==> src/rtl/exp_avg_pkg.sv <==
// exp_avg_pkg: shared types and width helpers for the multi-channel exponential averager.
package exp_avg_pkg;
    typedef enum logic [1:0] {RUN, DRAIN, CLEAR} state_t;
    typedef struct packed {
        logic valid;
        logic primed;
    } stage_t;
    function automatic int acc_w(input int data_w, input int frac_w);
        return data_w + frac_w;
    endfunction
    function automatic int idx_w(input int n);
        return (n > 1) ? $clog2(n) : 1;
    endfunction
endpackage

==> src/rtl/exp_avg_datapath.sv <==
// exp_avg_datapath: one-sample prime/diff/shift/add/floor step of the exponential average.
module exp_avg_datapath #(
    parameter int DATA_W = 16,
    parameter int FRAC_W = 4,
    parameter int KW     = 4
) (
    input  logic signed [DATA_W-1:0]        x,
    input  logic signed [DATA_W+FRAC_W-1:0] acc,
    input  logic                            primed,
    input  logic        [KW-1:0]            k,
    output logic signed [DATA_W+FRAC_W-1:0] acc_new,
    output logic signed [DATA_W-1:0]        y
);
    localparam int AW = DATA_W + FRAC_W;
    logic signed [AW-1:0] x_ext;
    logic signed [AW:0]   diff, step;
    assign x_ext = AW'(x) <<< FRAC_W;
    assign diff  = (AW+1)'(x_ext) - (AW+1)'(acc);
    assign step  = diff >>> k;
    // The result lies between acc and x_ext, so truncating back to AW bits is exact.
    assign acc_new = primed ? acc + step[AW-1:0] : x_ext;
    assign y       = acc_new[AW-1:FRAC_W];
endmodule

==> src/rtl/exp_averager_mc.sv <==
// exp_averager_mc: time-multiplexed per-channel exponential averager, 2-stage pipeline with clear sweep.
module exp_averager_mc
    import exp_avg_pkg::*;
#(
    parameter int DATA_W    = 16,
    parameter int CHANNELS  = 4,
    parameter int FRAC_W    = 4,
    parameter int SHIFT_MAX = 8
) (
    input  logic                                clk,
    input  logic                                reset_n,
    input  logic                                in_valid,
    output logic                                in_ready,
    input  logic [idx_w(CHANNELS)-1:0]          in_channel,
    input  logic signed [DATA_W-1:0]            in_data,
    input  logic                                cfg_we,
    input  logic [idx_w(CHANNELS)-1:0]          cfg_channel,
    input  logic [idx_w(SHIFT_MAX+1)-1:0]       cfg_shift,
    input  logic                                clear_all,
    output logic                                out_valid,
    output logic [idx_w(CHANNELS)-1:0]          out_channel,
    output logic signed [DATA_W-1:0]            out_data
);
    localparam int AW = acc_w(DATA_W, FRAC_W);
    localparam int CW = idx_w(CHANNELS);
    localparam int KW = idx_w(SHIFT_MAX + 1);

    state_t               state, state_nx;
    logic [CW-1:0]        clr_idx;
    logic                 clr_last, accept, fwd;
    logic signed [AW-1:0] acc_mem [CHANNELS];
    logic [CHANNELS-1:0]  primed_mem;
    logic [KW-1:0]        shift_mem [CHANNELS];
    logic [KW-1:0]        k_in;
    stage_t               s1;
    logic [CW-1:0]        s1_ch;
    logic signed [DATA_W-1:0] s1_x, dp_y;
    logic signed [AW-1:0] s1_acc, dp_acc;
    logic [KW-1:0]        s1_k;

    assign in_ready = (state == RUN);
    assign accept   = in_valid && in_ready;
    assign clr_last = (clr_idx == CW'(CHANNELS - 1));
    assign k_in     = (int'(cfg_shift) > SHIFT_MAX) ? KW'(SHIFT_MAX) : cfg_shift;
    // Stage 2 writes this channel on the same edge, so take its fresh result instead of the array.
    assign fwd      = s1.valid && (s1_ch == in_channel);

    always_ff @(posedge clk or negedge reset_n) begin
        if (!reset_n) begin
            state   <= RUN;
            clr_idx <= '0;
        end else begin
            state   <= state_nx;
            clr_idx <= (state == CLEAR) ? clr_idx + CW'(1) : '0;
        end
    end

    always_comb begin
        state_nx = state;
        state_nx = (state == RUN)   ? (clear_all ? DRAIN : RUN) :
                   (state == DRAIN) ? CLEAR :
                   (clr_last ? RUN : CLEAR);
    end

    exp_avg_datapath #(.DATA_W(DATA_W), .FRAC_W(FRAC_W), .KW(KW)) u_dp (
        .x(s1_x), .acc(s1_acc), .primed(s1.primed), .k(s1_k), .acc_new(dp_acc), .y(dp_y)
    );

    always_ff @(posedge clk or negedge reset_n) begin
        if (!reset_n) begin
            s1          <= '0;
            s1_ch       <= '0;
            s1_x        <= '0;
            s1_acc      <= '0;
            s1_k        <= '0;
            out_valid   <= 1'b0;
            out_channel <= '0;
            out_data    <= '0;
            primed_mem  <= '0;
            for (int i = 0; i < CHANNELS; i++) begin
                acc_mem[i]   <= '0;
                shift_mem[i] <= '0;
            end
        end else begin
            s1.valid  <= accept;
            out_valid <= s1.valid;
            if (accept) begin
                s1_ch     <= in_channel;
                s1_x      <= in_data;
                s1_acc    <= fwd ? dp_acc : acc_mem[in_channel];
                s1.primed <= fwd || primed_mem[in_channel];
                s1_k      <= shift_mem[in_channel];
            end
            if (s1.valid) begin
                out_data            <= dp_y;
                out_channel         <= s1_ch;
                acc_mem[s1_ch]      <= dp_acc;
                primed_mem[s1_ch]   <= 1'b1;
            end
            if (state == CLEAR) begin
                acc_mem[clr_idx]    <= '0;
                primed_mem[clr_idx] <= 1'b0;
            end
            if (cfg_we)
                shift_mem[cfg_channel] <= k_in;
        end
    end
endmodule

==> config.mk <==
export PLATFORM = sky130hd
export DESIGN_NAME = exp_averager_mc
export DESIGN_NICKNAME = d
export VERILOG_FILES = /design/src/rtl/exp_avg_pkg.sv /design/src/rtl/exp_avg_datapath.sv /design/src/rtl/exp_averager_mc.sv
export SDC_FILE = /design/constraint.sdc
export NUM_CORES = 1
export LEC_CHECK = 0
export BUFFER_PORTS_ARGS = -buffer_cell sky130_fd_sc_hd__clkbuf_2
export CORE_ASPECT_RATIO = 1.25
export CORE_MARGIN = 2
export CORE_UTILIZATION = 54
export CTS_CLUSTER_DIAMETER = 150
export CTS_CLUSTER_SIZE = 24
export DETAILED_ROUTE_END_ITERATION = 12
export GPL_TIMING_DRIVEN = 0
export PLACE_DENSITY = 0.71
export SYNTH_ARGS = -nofsm -noshare
export SYNTH_HDL_FRONTEND = slang
export SYNTH_SLANG_ARGS = --single-unit
==> constraint.sdc <==
create_clock -name clk -period 7.6 [get_ports clk]
set_clock_uncertainty 0.15 [all_clocks]
set_input_delay 1.14 -clock clk [delete_from_list [all_inputs] [get_ports clk]]
set_output_delay 1.14 -clock clk [all_outputs]
set_load 0.05 [all_outputs]
==> flow_summary.json, run 1 <==
{
  "setup_violations": 0,
  "synth_xor_area_frac": 0.0270,
  "grt-busiest-layer": "met2",
  "drc_errors": 0,
  "period_needed_ns": 6.56,
  "met1_usage": 0.372,
  "grt_use_met3": 0.0329,
  "die_y_um": 159,
  "antenna_cells": 0,
  "avgSynthCellArea_um2": 9.30,
  "drv_cap": 0,
  "synthCells": 1115,
  "finalNetCount": 1253,
  "cts-hold-fix-buffers": 0,
  "core_area_mm2": 0.0188,
  "hold_path.class": "register to register",
  "outcome": "finished, final reports clean",
  "vias": 8703,
  "critPathLaunchType": "register",
  "clk_path_buf_depth": 2,
  "yosysWarnings": 0,
  "cts_root_buffer": "clkbuf_16",
  "critPathCaptureType": "register",
  "gr-usage-met2": 0.527,
  "rsz0062_at_grt": "no",
  "synth_edf_count": 0,
  "dominantRegCellSynth": "dfrtp_1",
  "ys_seq_elements": 167,
  "synth_top_family_by_area": "compound AO/OA/AOI/OAI gates",
  "rows": 56,
  "die_area_mm2": 0.0203,
  "initial_core_util": 0.552,
  "layout-drive-gt1-share": 0.127,
  "synth_mux_area_frac": 0.119,
  "synth_fa_ha_area_frac": 0.0526,
  "grt.overflow.total": 0,
  "io_buffers": 46,
  "worstPathMaxFanout": 10,
  "place_hpwl_mm": 22.7,
  "cts_max_level": 4,
  "synth_fp_nets": 1187,
  "hold_violations": 0,
  "synthDistinctLibCells": 82,
  "finalCritPeriodShare": 0.863,
  "grt_pass1_wl_mm": 47.3,
  "finalSetupTns_ns": 0,
  "grt_pass1_vias": 8744,
  "synthArstFlopShare": 1.00,
  "avgRoutedWirePerCell_um": 20.6,
  "critPathKind": "register to register",
  "path_clk_slew_ns": 0.07,
  "cts.sinks": 167,
  "die_w_um": 128,
  "grt_max_degree": 113,
  "antenna_found_initial": 0,
  "clock_latency_ns": 0.43,
  "finalMaxSlewViolations": 0,
  "cts_buffers": 17,
  "synth_compound_area_frac": 0.196,
  "antenna_left": 0,
  "slew_headroom": 0.383,
  "fillers": 1627,
  "synth-simple-area-share": 0.162,
  "postCtsSetupBuffers": 0,
  "cp.arrival_ns": 6.69,
  "required_ns": 7.74,
  "routed_wl_mm": 29.3,
  "track_usage": 0.298,
  "final_common_cell": "dfrtp_1",
  "cts.repair.resized": 0,
  "first_iter_violations": 718,
  "first_pass_iters": 5,
  "ios": 49,
  "area_delta_synth_final_pct": 11.4,
  "viasPerCell": 6.11,
  "tightest_slew_ns": 0.925,
  "ys_seq_area_frac": 0.403,
  "mostFrequentLayoutCells": "dfrtp_1, nand2_1, nor2_1, a21oi_1, a211oi_1",
  "fmax_mhz": 152,
  "tritoncts": "yes",
  "globalplace.congestion": 0.956,
  "syn_area_mm2": 0.0104
}
-- registers in the layout (all words and copies together), names as in the netlist --
name / flops
acc_mem: 80
clr_idx: 2
out_channel: 2
out_data: 16
out_valid: 1
primed_mem: 4
s1: 2
s1_acc: 20
s1_ch: 2
s1_k: 4
s1_x: 16
shift_mem: 16
state: 2
-- synth_stat cells, drive strengths merged, types with 2 or more instances --
| cell type | count | area share |
|---|---|---|
| a2111oi | 4 | 0.0058 |
| a211oi | 70 | 0.051 |
| a21boi | 5 | 0.0036 |
| a21o | 13 | 0.0094 |
| a21oi | 76 | 0.037 |
| a221oi | 2 | 0.0023 |
| a22oi | 5 | 0.0036 |
| a311oi | 2 | 0.0017 |
| a31oi | 17 | 0.011 |
| and2 | 12 | 0.0074 |
| and3 | 2 | 0.0012 |
| buf | 11 | 0.0052 |
| clkbuf | 58 | 0.021 |
| dfrtp | 167 | 0.40 |
| ha | 42 | 0.051 |
| inv | 40 | 0.014 |
| mux2 | 18 | 0.021 |
| mux2i | 39 | 0.038 |
| mux4 | 28 | 0.061 |
| nand2 | 153 | 0.055 |
| nand2b | 10 | 0.0060 |
| nand3 | 14 | 0.0068 |
| nand3b | 5 | 0.0036 |
| nand4 | 3 | 0.0024 |
| nor2 | 137 | 0.050 |
| nor2b | 7 | 0.0042 |
| nor3 | 17 | 0.0082 |
| nor4 | 2 | 0.0027 |
| nor4b | 2 | 0.0017 |
| o2111ai | 3 | 0.0025 |
| o211a | 3 | 0.0029 |
| o211ai | 5 | 0.0036 |
| o21a | 10 | 0.0072 |
| o21ai | 52 | 0.027 |
| o21bai | 6 | 0.0043 |
| o221a | 2 | 0.0022 |
| o311ai | 3 | 0.0025 |
| o31a | 3 | 0.0027 |
| o31ai | 7 | 0.0051 |
| or2 | 3 | 0.0018 |
| or3 | 2 | 0.0012 |
| or3b | 2 | 0.0017 |
| or4 | 4 | 0.0029 |
| xnor2 | 20 | 0.017 |
| xor2 | 12 | 0.010 |
-- per-layer routing --
layer  vias to the layer above  part of all wire
li1                       4139                 -
met1                      4244              0.41
met2                       250              0.52
met3                        70             0.036
met4                         0             0.035
met5                         -                 0
-- final timing paths --
| path | startpoint | to | slack, ns | depth (start not counted) |
|---|---|---|---|---|
| max | s1_acc[13] | acc_mem[79] | 1.04 | 22 |
| min | shift_mem[0] | shift_mem[0] | 0.33 | 2 |
| max reg2reg | s1_acc[13] | acc_mem[79] | 1.04 | 22 |
| min reg2reg | shift_mem[0] | shift_mem[0] | 0.33 | 2 |
| max in group asynchronous | reset_n | shift_mem[11] | 5.87 | 2 |
| min in group asynchronous | reset_n | out_data[2] | 0.51 | 1 |
-- final cells by class --
class                   count  area (µm²)  share of cell area
plain buffers              69         272              0.0235
well taps                 232         290              0.0251
repair buffers             47         267              0.0231
clock buffers              18         439              0.0380
inverters                  40         150              0.0130
flip-flops and latches    167        4180               0.362
clock inverters            12         191              0.0166
multi-input cells         839        5770               0.499
-- logic make-up (layout without fill, tap and decap cells) --
| family | after synthesis | count (layout) |
|---|---|---|
| buffers and inverters | 109 | 186 |
| XOR/XNOR | 32 | 32 |
| adder cells (fa/ha/maj) | 43 | 43 |
| AND/OR/NAND/NOR | 380 | 380 |
| AO/OA/AOI/OAI | 299 | 299 |
| multiplexers | 85 | 85 |
| flip-flops | 167 | 167 |
-- stage by stage --
| stage | utilization | setup WS (ns) | cells | area (µm²) | hold WS [ns] |
|---|---|---|---|---|---|
| floorplan | - | 2.22 | 1115 | 10400 | 0.235 |
| global placement | 0.580 | 1.14 | 1393 | 10900 | 0.307 |
| detailed placement | 0.582 | 1.04 | 1394 | 10900 | 0.319 |
| CTS | 0.616 | 1.05 | 1424 | 11600 | 0.334 |
| global route | 0.616 | 0.483 | 1424 | 11600 | 0.361 |
| finish | 0.616 | 1.04 | 1424 | 11600 | 0.333 |
-- critical path, cell delays in order, from the launching register on --
cell and delay [ns]:
dfrtp_1 0.36, inv_1 0.10, ha_1 0.32, buf_2 0.21, nand2_1 0.07, o21ai_0 0.67, nand3b_1 0.24, o21ai_4 0.08
xnor2_1 0.23, and2_2 0.24, o31ai_1 0.51, mux2i_1 0.20, mux2_2 0.34, ha_1 0.41, a21oi_1 0.10, nor2_1 0.14
a31oi_1 0.09, o311ai_1 0.43, a2111oi_0 0.18, nor3_1 0.39, or3b_1 0.40, a31oi_2 0.41, a211oi_1 0.14
Power of run 1 is not shown: default switching activity piles up to over one toggle a cycle in this logic, so the estimate is an artifact.
==> run 2: changes to the inputs <==
- SKIP_CTS_REPAIR_TIMING: not set -> 1
- SYNTH_HIERARCHICAL: not set -> 1
==> flow_summary.json, run 2 <==
{
  "outcome": "finished, final reports clean",
  "placed_cell_area_mm2": 0.0116,
  "synth.top_cells.by_area": "dfrtp_1, nand2_1, mux2_2",
  "vias": 9315,
  "cp.arrival_ns": 7.40,
  "synth_edf_count": 0,
  "clk_path_buf_depth": 2,
  "die_y_um": 163,
  "first_iter_violations": 588,
  "design_area_mm2": 0.0121,
  "worstPathMaxFanout": 6,
  "globalplace.congestion": 0.901,
  "holdCritStartpoint": "s1[1]",
  "slowest_stage": "o41ai_1",
  "register_area_mm2": 0.00418,
  "setup_violations": 0,
  "finalCritPeriodShare": 0.952,
  "drv_cap": 0,
  "die_w_um": 131,
  "yosysWarnings": 6,
  "cts_root_buffer": "clkbuf_16",
  "avgSynthCellArea_um2": 9.25,
  "first_pass_iters": 6,
  "yosysMostFrequentCell": "nand2_1",
  "final_common_cell": "nand2_1",
  "avgRoutedWirePerCell_um": 19.7,
  "timing.critical_path.mode_cell": "a21oi_1",
  "hold_violations": 0,
  "ios": 49,
  "die_area_mm2": 0.0215,
  "critPathLaunchType": "register",
  "slew_headroom": 0.359,
  "finalMaxSlewViolations": 0,
  "clock_latency_ns": 0.44,
  "finalSetupTns_ns": 0,
  "critPathKind": "register to register",
  "ys_seq_area_frac": 0.381,
  "regToRegStartpoint": "s1_acc[6]",
  "startpoint": "s1_acc[6]",
  "period_needed_ns": 7.24,
  "cts_buffers": 17,
  "ys_seq_elements": 167,
  "fmax_mhz": 138,
  "initial_core_util": 0.547,
  "synthDistinctLibCells": 79,
  "tritoncts": "yes",
  "drc_errors": 0,
  "grt_pass1_vias": 9149,
  "core_area_mm2": 0.0200,
  "yosysTopAreaCell": "dfrtp_1",
  "antenna_left": 0,
  "fillers": 1806,
  "regMostFlops": "acc_mem",
  "synth_top_area_share": 0.381,
  "synthCells": 1185,
  "grt_pass1_wl_mm": 48.3,
  "antenna_cells": 0,
  "syn_area_mm2": 0.0110,
  "grt.overflow.total": 0,
  "mostFrequentLayoutCells": "nand2_1, dfrtp_1, a21oi_1, nor2_1, mux2_2",
  "reg_top3": "acc_mem: 80 flops, s1_acc: 20 flops",
  "largest_register_ffs": 80,
  "rows": 58,
  "io_buffers": 46,
  "grt_max_degree": 93,
  "track_usage": 0.288,
  "finalNetCount": 1323,
  "max_stage_delay_ns": 0.79,
  "synth_commonest_cells": "nand2_1, dfrtp_1, a21oi_1",
  "antenna_found_initial": 0,
  "hold_path.class": "register to register",
  "viasPerCell": 6.08,
  "routed_wl_mm": 30.2,
  "path_cells": "inv_1, ha_1, a21oi_1, o211ai_2, a221oi_2, nor3_2, o41ai_2, xor2_1, mux4_2, or2_1, a31oi_1, ha_1, o21ai_0, a21oi_1, o221ai_1, o31ai_1, o41ai_1, o2111ai_1, a21oi_1, xnor2_1, mux2_2, buf_4, mux2_2",
  "path_clk_slew_ns": 0.07,
  "cts_max_level": 4,
  "crit_family": "compound AO/OA/AOI/OAI gates",
  "layout-drive-gt1-share": 0.186,
  "tightest_slew_ns": 0.950,
  "synthArstFlopShare": 1.00,
  "multi_input_area_mm2": 0.00612,
  "rsz0062_at_grt": "no",
  "critPathCaptureType": "register",
  "dominantRegCellSynth": "dfrtp_1",
  "area_delta_synth_final_pct": 10.5,
  "place_hpwl_mm": 22.2,
  "required_ns": 7.76,
  "cts.sinks": 167,
  "synth_fp_nets": 1257,
  "path_buf_inv": 2
}
## run 2: path summary, 6_finish.rpt
check | endpoint | slack [ns] | cells after the start
hold reg to reg | out_valid | 0.28 | 0
hold / removal | out_valid | 0.28 | 0
min in group asynchronous | acc_mem[45] | 0.56 | 1
max in group asynchronous | out_data[9] | 5.85 | 2
setup reg to reg | out_data[14] | 0.36 | 23
setup / recovery | out_data[14] | 0.36 | 23
## run 2: layout make-up
| type | count | area share |
|---|---|---|
| Buffer | 93 | 0.0429 |
| Clock buffer | 19 | 0.0374 |
| Clock inverter | 12 | 0.00775 |
| Inverter | 38 | 0.0118 |
| Multi-Input combinational cell | 887 | 0.505 |
| Sequential cell | 167 | 0.345 |
| Tap cell | 270 | 0.0279 |
| Timing Repair Buffer | 47 | 0.0220 |
## run 2: metal layers
layer  GRT usage  wire (µm)
met1       0.355      12200
met2       0.519      15600
met3      0.0282       1340
met4       0.120       1030
met5           0          0
## run 2: cells by family (layout without fill, tap and decap cells)
| group | count (synthesis) | count (layout) | synth area share |
|---|---|---|---|
| AND/OR/NAND/NOR | 414 | 414 | 0.170 |
| AO/OA/AOI/OAI | 289 | 289 | 0.168 |
| flip-flops | 167 | 167 | 0.381 |
| buffers and inverters | 131 | 209 | 0.0604 |
| multiplexers | 106 | 106 | 0.141 |
| adder cells (fa/ha/maj) | 43 | 43 | 0.0498 |
| XOR/XNOR | 35 | 35 | 0.0300 |
## run 2: through the flow
step	hold WS (ns)	utilization	setup slack [ns]	cells
floorplan	0.228	-	1.92	1185
global placement	0.276	0.575	0.597	1501
detailed placement	0.273	0.577	0.545	1502
CTS	0.288	0.605	0.524	1533
global route	0.305	0.605	0.108	1533
finish	0.283	0.605	0.363	1533
Power of run 2 is left out for the same reason.
